===== config.mk =====
export PLATFORM = sky130hd
export DESIGN_NAME = pyrxscopack
export DESIGN_NICKNAME = d
export VERILOG_FILES = /design/src/rtl/pyrxsco_pkg.sv /design/src/rtl/pyrxscopack_shreg.sv /design/src/rtl/pyrxscopack.sv
export SDC_FILE = /design/constraint.sdc
export NUM_CORES = 1
export LEC_CHECK = 0
export ABC_CLOCK_PERIOD_IN_PS = 5000
export CORE_MARGIN = 4
export CORE_UTILIZATION = 39
export CTS_BUF_LIST = sky130_fd_sc_hd__clkbuf_4
export CTS_CLUSTER_DIAMETER = 50
export CTS_CLUSTER_SIZE = 10
export DETAILED_ROUTE_END_ITERATION = 8
export PLACE_DENSITY = 0.59
export SYNTH_ARGS = -nofsm -noshare
export SYNTH_HDL_FRONTEND = slang
export SYNTH_HIERARCHICAL = 1
export SYNTH_SLANG_ARGS = --single-unit

===== constraint.sdc =====
create_clock -name clk_6M -period 5 [get_ports clk_6M]
set_input_delay 0.75 -clock clk_6M [delete_from_list [all_inputs] [get_ports clk_6M]]
set_output_delay 0.75 -clock clk_6M [all_outputs]
set_load 0.01 [all_outputs]

===== src/rtl/pyrxsco_pkg.sv =====
// Shared definitions for the rx SCO/eSCO payload packer: FSM states,
// header word layout and small word-building helpers.
package pyrxsco_pkg;

    localparam int unsigned LEN_W         = 10;
    localparam int unsigned WORD_W        = 32;
    localparam int unsigned MAX_BYTES_DEF = 1020;

    // Header word layout (written at buffer address 0)
    localparam int unsigned HDR_CRC     = 31;
    localparam int unsigned HDR_TRUNC   = 30;
    localparam int unsigned HDR_OVF     = 29;
    localparam int unsigned HDR_LEN_MSB = 9;
    localparam int unsigned HDR_LEN_LSB = 0;

    typedef enum logic [1:0] {
        ST_IDLE  = 2'd0,
        ST_RX    = 2'd1,
        ST_FLUSH = 2'd2,
        ST_HDR   = 2'd3
    } state_e;

    // Keep only the lowest nbytes whole bytes of a word
    function automatic logic [WORD_W-1:0] byte_mask(input logic [1:0] nbytes);
        logic [WORD_W-1:0] m;
        case (nbytes)
            2'd0:    m = 32'h0000_0000;
            2'd1:    m = 32'h0000_00FF;
            2'd2:    m = 32'h0000_FFFF;
            default: m = 32'h00FF_FFFF;
        endcase
        return m;
    endfunction

    function automatic logic [WORD_W-1:0] hdr_word(input logic crc,
                                                   input logic trunc,
                                                   input logic ovf,
                                                   input logic [LEN_W-1:0] cnt);
        logic [WORD_W-1:0] w;
        w                          = '0;
        w[HDR_CRC]                 = crc;
        w[HDR_TRUNC]               = trunc;
        w[HDR_OVF]                 = ovf;
        w[HDR_LEN_MSB:HDR_LEN_LSB] = cnt;
        return w;
    endfunction

endpackage


===== src/rtl/pyrxscopack_shreg.sv =====
// LSB-first 32-bit payload shift register with bit, byte and word counters.
// word_rdy_o flags the bit that completes a word; word_o is that full word.
module pyrxscopack_shreg
    import pyrxsco_pkg::*;
#(
    parameter int unsigned ADDR_W = 8
) (
    input  logic              clk_6M,
    input  logic              rstz,
    input  logic              clr_i,
    input  logic              shift_i,
    input  logic              bit_i,
    output logic [WORD_W-1:0] word_o,
    output logic [WORD_W-1:0] part_o,
    output logic              word_rdy_o,
    output logic [4:0]        bit_idx_o,
    output logic [LEN_W-1:0]  byte_cnt_o,
    output logic [ADDR_W-1:0] word_idx_o
);

    logic [WORD_W-1:0] sreg_q, sreg_d;
    logic [4:0]        bit_idx_q, bit_idx_d;
    logic [LEN_W-1:0]  byte_cnt_q, byte_cnt_d;
    logic [ADDR_W-1:0] word_idx_q, word_idx_d;

    // Next-state: clear on packet start, otherwise place one bit per accepted strobe
    always_comb begin
        sreg_d     = sreg_q;
        bit_idx_d  = bit_idx_q;
        byte_cnt_d = byte_cnt_q;
        word_idx_d = word_idx_q;
        if (clr_i) begin
            sreg_d     = '0;
            bit_idx_d  = '0;
            byte_cnt_d = '0;
            word_idx_d = '0;
        end else if (shift_i) begin
            sreg_d[bit_idx_q] = bit_i;
            bit_idx_d         = bit_idx_q + 5'd1;
            if (bit_idx_q[2:0] == 3'd7)
                byte_cnt_d = byte_cnt_q + 1'b1;
            // Word leaves through word_o this cycle; start the next one from zero
            // so a later partial flush only needs masking of the partial byte.
            if (bit_idx_q == 5'd31) begin
                sreg_d     = '0;
                word_idx_d = word_idx_q + 1'b1;
            end
        end
    end

    // Counter and shift state registers
    always_ff @(posedge clk_6M or negedge rstz) begin
        if (!rstz) begin
            sreg_q     <= '0;
            bit_idx_q  <= '0;
            byte_cnt_q <= '0;
            word_idx_q <= '0;
        end else begin
            sreg_q     <= sreg_d;
            bit_idx_q  <= bit_idx_d;
            byte_cnt_q <= byte_cnt_d;
            word_idx_q <= word_idx_d;
        end
    end

    assign word_o     = {bit_i, sreg_q[30:0]};
    assign word_rdy_o = shift_i & ~clr_i & (bit_idx_q == 5'd31);
    // Partial byte bits are dropped: keep only whole bytes of the current word
    assign part_o     = sreg_q & byte_mask(bit_idx_q[4:3]);
    assign bit_idx_o  = bit_idx_q;
    assign byte_cnt_o = byte_cnt_q;
    assign word_idx_o = word_idx_q;

endmodule


===== src/rtl/pyrxscopack.sv =====
// Rx SCO/eSCO payload packer: packs decoded payload bits into 32-bit words,
// writes them from address 1 of the ping-pong buffer and closes each packet
// with a byte-count/status header at address 0.
module pyrxscopack
    import pyrxsco_pkg::*;
#(
    parameter int unsigned ADDR_W    = 8,
    parameter int unsigned DATA_W    = 32,
    parameter int unsigned MAX_BYTES = 1020
) (
    input  logic              clk_6M,
    input  logic              rstz,
    input  logic              tsco_p,
    input  logic              pkt_start_p,
    input  logic [9:0]        pyld_len,
    input  logic              bit_valid,
    input  logic              bit_in,
    input  logic              pkt_end_p,
    input  logic              crc_ok,
    output logic [ADDR_W-1:0] lnctrl_addr,
    output logic [DATA_W-1:0] lnctrl_din,
    output logic              lnctrl_we,
    output logic              lnctrl_cs,
    output logic [9:0]        byte_cnt,
    output logic              wr_done_p,
    output logic              ovf_err
);

    localparam logic [LEN_W-1:0] MAX_LEN = LEN_W'(MAX_BYTES);

    state_e            state_q, state_d;
    logic [LEN_W-1:0]  len_q, len_start;
    logic              ovf_q, crc_q, trunc_q, end_seen_q;
    logic              we_q, we_d, hdr_q, hdr_d, done_q;
    logic [ADDR_W-1:0] addr_q, addr_d;
    logic [DATA_W-1:0] din_q, din_d;
    logic              abort, shift, len_hit, end_now;

    logic [WORD_W-1:0] sh_word, sh_part;
    logic              sh_word_rdy;
    logic [4:0]        sh_bit_idx;
    logic [LEN_W-1:0]  sh_byte_cnt;
    logic [ADDR_W-1:0] sh_word_idx;

    assign len_start = (pyld_len > MAX_LEN) ? MAX_LEN : pyld_len;
    // A new start or an SCO boundary kills any write of the current packet
    assign abort     = pkt_start_p | tsco_p;
    assign len_hit   = (sh_byte_cnt == len_q);
    assign shift     = (state_q == ST_RX) & bit_valid & ~abort & ~pkt_end_p & ~len_hit;
    assign end_now   = end_seen_q | pkt_end_p;

    pyrxscopack_shreg #(.ADDR_W(ADDR_W)) u_shreg (
        .clk_6M     (clk_6M),
        .rstz       (rstz),
        .clr_i      (pkt_start_p),
        .shift_i    (shift),
        .bit_i      (bit_in),
        .word_o     (sh_word),
        .part_o     (sh_part),
        .word_rdy_o (sh_word_rdy),
        .bit_idx_o  (sh_bit_idx),
        .byte_cnt_o (sh_byte_cnt),
        .word_idx_o (sh_word_idx)
    );

    // FSM state register
    always_ff @(posedge clk_6M or negedge rstz) begin
        if (!rstz) state_q <= ST_IDLE;
        else       state_q <= state_d;
    end

    // FSM next state; a start pulse always wins over abort and completion
    always_comb begin
        state_d = state_q;
        if (pkt_start_p) begin
            state_d = (len_start == '0) ? ST_FLUSH : ST_RX;
        end else begin
            case (state_q)
                ST_RX:    if (tsco_p)                    state_d = ST_IDLE;
                          else if (pkt_end_p || len_hit) state_d = ST_FLUSH;
                ST_FLUSH: state_d = tsco_p ? ST_IDLE : ST_HDR;
                ST_HDR:   if (tsco_p || end_now)         state_d = ST_IDLE;
                default:  state_d = ST_IDLE;
            endcase
        end
    end

    // FSM outputs: at most one buffer write request per clock
    always_comb begin
        we_d   = 1'b0;
        hdr_d  = 1'b0;
        addr_d = '0;
        din_d  = '0;
        if (!abort) begin
            case (state_q)
                ST_RX: if (sh_word_rdy) begin
                    we_d   = 1'b1;
                    addr_d = sh_word_idx + 1'b1;
                    din_d  = sh_word;
                end
                ST_FLUSH: if (sh_bit_idx != '0) begin
                    we_d   = 1'b1;
                    addr_d = sh_word_idx + 1'b1;
                    din_d  = sh_part;
                end
                ST_HDR: if (end_now) begin
                    we_d   = 1'b1;
                    hdr_d  = 1'b1;
                    din_d  = hdr_word(end_seen_q ? crc_q : crc_ok,
                                      end_seen_q ? trunc_q : 1'b0,
                                      ovf_q, sh_byte_cnt);
                end
                default: ;
            endcase
        end
    end

    // Packet context: latched length/overflow on start, CRC and truncation on end
    always_ff @(posedge clk_6M or negedge rstz) begin
        if (!rstz) begin
            len_q      <= '0;
            ovf_q      <= 1'b0;
            crc_q      <= 1'b0;
            trunc_q    <= 1'b0;
            end_seen_q <= 1'b0;
        end else if (pkt_start_p) begin
            len_q      <= len_start;
            ovf_q      <= (pyld_len > MAX_LEN);
            crc_q      <= 1'b0;
            trunc_q    <= 1'b0;
            end_seen_q <= 1'b0;
        end else if (pkt_end_p && !tsco_p && !end_seen_q && state_q != ST_IDLE) begin
            crc_q      <= crc_ok;
            trunc_q    <= (state_q == ST_RX) && (sh_byte_cnt < len_q);
            end_seen_q <= 1'b1;
        end
    end

    // Registered buffer port; wr_done_p follows the header write by one clock
    always_ff @(posedge clk_6M or negedge rstz) begin
        if (!rstz) begin
            we_q   <= 1'b0;
            hdr_q  <= 1'b0;
            done_q <= 1'b0;
            addr_q <= '0;
            din_q  <= '0;
        end else begin
            we_q   <= we_d;
            hdr_q  <= hdr_d;
            done_q <= hdr_q;
            addr_q <= addr_d;
            din_q  <= din_d;
        end
    end

    assign lnctrl_addr = addr_q;
    assign lnctrl_din  = din_q;
    assign lnctrl_we   = we_q;
    assign lnctrl_cs   = we_q;
    assign byte_cnt    = sh_byte_cnt;
    assign wr_done_p   = done_q;
    assign ovf_err     = ovf_q;

endmodule


==> results.cfg <==
[logic_synthesis]
netlist_instances = 556
synth_edf_count = 0
syn_avg_cell_area_um2 = 10.23
async_flop_share_pct = 100.0
synthesis.area_um2 = 5690
yosys_register_bits = 113
synth-main-ff-cell = dfrtp_1
ys_warn_count = 6
synth_seq_area_share_pct = 49.69
synth_cell_type_count = 56

[clock_network]
postCtsHoldBufs = 0
cts.reportedPaths.clkPinSlew_ns = 0.10
cts_resized = 0
worstSkewPairLatency_ns = 0.54
h-tree-depth = 4
cts_tree = done
clockBufferDepth = 2
post_cts_buffers = 0
cts_sinks = 113
cts.root.buffer_cell = clkbuf_4
cts_made_buffers = 17

[drt]
via_per_inst = 5.658
wl_um = 14300
drc = 0
num_vias = 4555
wl_per_cell_um = 17.76
drtAntennaViolNets = 0
drt_iter0_markers = 502
dr.pass1.iters = 7

[outcome]
status = completed

[timing]
hold_slack_ns = 0.3622
skew_ns = 0.01354
slew_headroom_pct = 29.51
rsz0062_at_grt = false
setup-tns-final_ns = 0
timing.fmax_mhz = 287.4
drv_slew = 0
tightest_slew_ns = 1.057
final_hold_viol_count = 0
setup_viol = 0
period_needed_ns = 3.479
timing.final.crit_share_pct = 69.58

[placement]
place.gp.congestion = 0.8951
port_buffers = 71
dpl.hpwl_um = 9620

[critical_path]
ff2ff_setup_slack_ns = 1.52
reg2reg_from = u_shreg/byte_cnt_o[6]
critical_path_class = register to register
cp-end-kind = register
worstSetupStartpointType = register
rr_endpoint = lnctrl_din[5]
cp.arrival_ns = 3.87
cp_max_fo = 34
reg2reg_depth = 11
crit_required_ns = 5.39

[finish]
drive_gt1_share_pct = 7.840
fillCellCount = 1342
nets = 654
area_growth_syn_to_layout_pct = 18.43
multi_input_area_um2 = 2541
num_antenna_cells = 0
regArea_um2 = 2828

[pwr]
max-vdd-ir-drop_uv = 232.4
p_leak_nw = 2.815
power_per_cell_area_nw_per_um2 = 258.5
totalPowerFinal_mw = 1.742

[global_route]
grt_pass1_vias = 4566
overflow = 0
antenna_found_initial = 0
track_usage_pct = 18.24
grt_pass1_wl_um = 23910
grt_max_degree = 83

[floorplanning]
die_h_um = 128.8
core_um2 = 14100
initial_core_util_pct = 40.37
row_count = 43
die_x_um = 128.8
io_pins = 72
dieArea_um2 = 16590

[min_path]
hold_path_class = register to register
hp-start = hdr_q
hold_path_depth = 0
hold-path-endpoint = wr_done_p

[job]
maxCapViolCount = 0
-- cell usage in the layout, fill, tap and decap left out, types with 4 or more instances in the layout --
master | netlist | final
or4_1 | 7 | 7
a22oi_1 | 19 | 19
clkbuf_4 | 0 | 20
xor2_1 | 10 | 10
o31ai_1 | 34 | 34
conb_1 | 1 | 8
o21ai_0 | 16 | 16
nand4_1 | 6 | 6
o211ai_1 | 30 | 30
nand3_1 | 15 | 15
o41ai_1 | 5 | 5
nor2_1 | 63 | 63
a222oi_1 | 12 | 12
o311ai_0 | 4 | 4
and2_1 | 10 | 10
clkdlybuf4s50_1 | 0 | 69
dfrtp_1 | 113 | 113
nand2_1 | 23 | 23
and3_1 | 11 | 11
mux2i_1 | 4 | 4
or3_1 | 6 | 6
nor2b_1 | 11 | 11
buf_4 | 12 | 10
ha_1 | 24 | 24
inv_1 | 22 | 22
a21oi_1 | 15 | 15
-- layer usage --
layer / up-vias / GRT usage (%) / routed length [um]
li1: 2157 / - / -
met1: 2251 / 24.46 / 6306
met2: 127 / 28.45 / 6888
met3: 20 / 5.064 / 824
met4: 0 / 6.485 / 277
met5: - / 0 / 0
-- Yosys cell counts, types with 4 or more instances --
cell type | instances | area (um2)
o41ai_1 | 5 | 43.79
mux2i_1 | 4 | 40.04
o21ai_0 | 16 | 80.08
nor2b_1 | 11 | 68.82
xor2_1 | 10 | 87.58
or4_1 | 7 | 52.55
o311ai_0 | 4 | 35.03
buf_4 | 12 | 90.09
or3_1 | 6 | 37.54
nand4_1 | 6 | 37.54
clkbuf_1 | 25 | 93.84
a222oi_1 | 12 | 120.1
o211ai_1 | 30 | 225.2
buf_2 | 8 | 40.04
ha_1 | 24 | 300.3
nand2_1 | 23 | 86.33
and2_1 | 10 | 62.56
dfrtp_1 | 113 | 2828
a21oi_1 | 15 | 75.07
and3_1 | 11 | 68.82
inv_1 | 22 | 82.58
a22oi_1 | 19 | 142.6
nor2_1 | 63 | 236.5
o31ai_1 | 34 | 255.2
nand3_1 | 15 | 75.07
-- worst max-delay path, stage by stage (launching register included) --
cell and delay (ns):
dfrtp_1 0.48, ha_1 0.35, nand3_1 0.11, o41ai_1 0.77
nor2_1 0.12, buf_4 0.25, nand2_2 0.18, nor2_1 0.05
and2_1 0.15, buf_4 0.25, a222oi_1 0.54, nor2_1 0.09
-- kinds of logic after synthesis --
group                      Yosys count  share of synthesized area [%]
and+or+nand+nor                    171                          15.59
DFF                                113                          49.69
buffers and inverters               72                          6.113
muxes                                7                          1.297
adders and majority gates           24                          5.277
xor gates and xnor gates            13                          2.001
AOI/OAI and AO/OA                  155                          19.97
other                                1                        0.06590
-- metrics by stage --
step / util [%] / area, um2 / std cells / setup slack, ns
3_5_place_dp: 45.74 / 6447 / 773 / 1.329
4_1_cts: 47.81 / 6739 / 805 / 1.585
2_1_floorplan: - / 5717 / 563 / 2.159
3_3_place_gp: 45.74 / 6447 / 773 / 1.269
5_1_grt: 47.81 / 6739 / 805 / 1.263
6_report: 47.81 / 6739 / 805 / 1.521
-- sequential cells by signal (all words and copies together), names as in the netlist --
name / cells
state_q: 2
wr_done_p: 1
u_shreg/byte_cnt_o: 10
lnctrl_din: 32
len_q: 10
lnctrl_addr: 8
hdr_q: 1
trunc_q: 1
ovf_err: 1
end_seen_q: 1
crc_q: 1
u_shreg/sreg_q: 31
u_shreg/bit_idx_o: 5
lnctrl_cs: 1
u_shreg/word_idx_o: 8
-- area by class of cell --
type	count	share of cell area, %
Tap cell	180	3.342
Multi-Input combinational cell	378	37.71
Timing Repair Buffer	80	11.44
Sequential cell	113	41.96
Clock buffer	20	2.228
Clock inverter	12	2.098
Inverter	22	1.225
-- report_power, final --
group          leakage [nW]  switching (mW)  internal [mW]
Sequential             1.56         0.00543          0.924
Combinational          1.10          0.0725         0.0326
Clock                 0.159           0.351          0.357
-- worst max path at each step --
stage,start,to,slack (ns),cells after the start
3_5_place_dp,tsco_p,u_shreg/byte_cnt_o[9],1.33,8
4_1_cts,u_shreg/byte_cnt_o[6],lnctrl_din[5],1.58,11
5_1_grt,u_shreg/byte_cnt_o[6],lnctrl_din[5],1.26,11
6_report,u_shreg/byte_cnt_o[6],lnctrl_din[5],1.52,11
3_3_place_gp,tsco_p,u_shreg/byte_cnt_o[9],1.27,8
2_1_floorplan,u_shreg/byte_cnt_o[6],lnctrl_din[29],2.16,12
(Power assumes the default switching activity.)
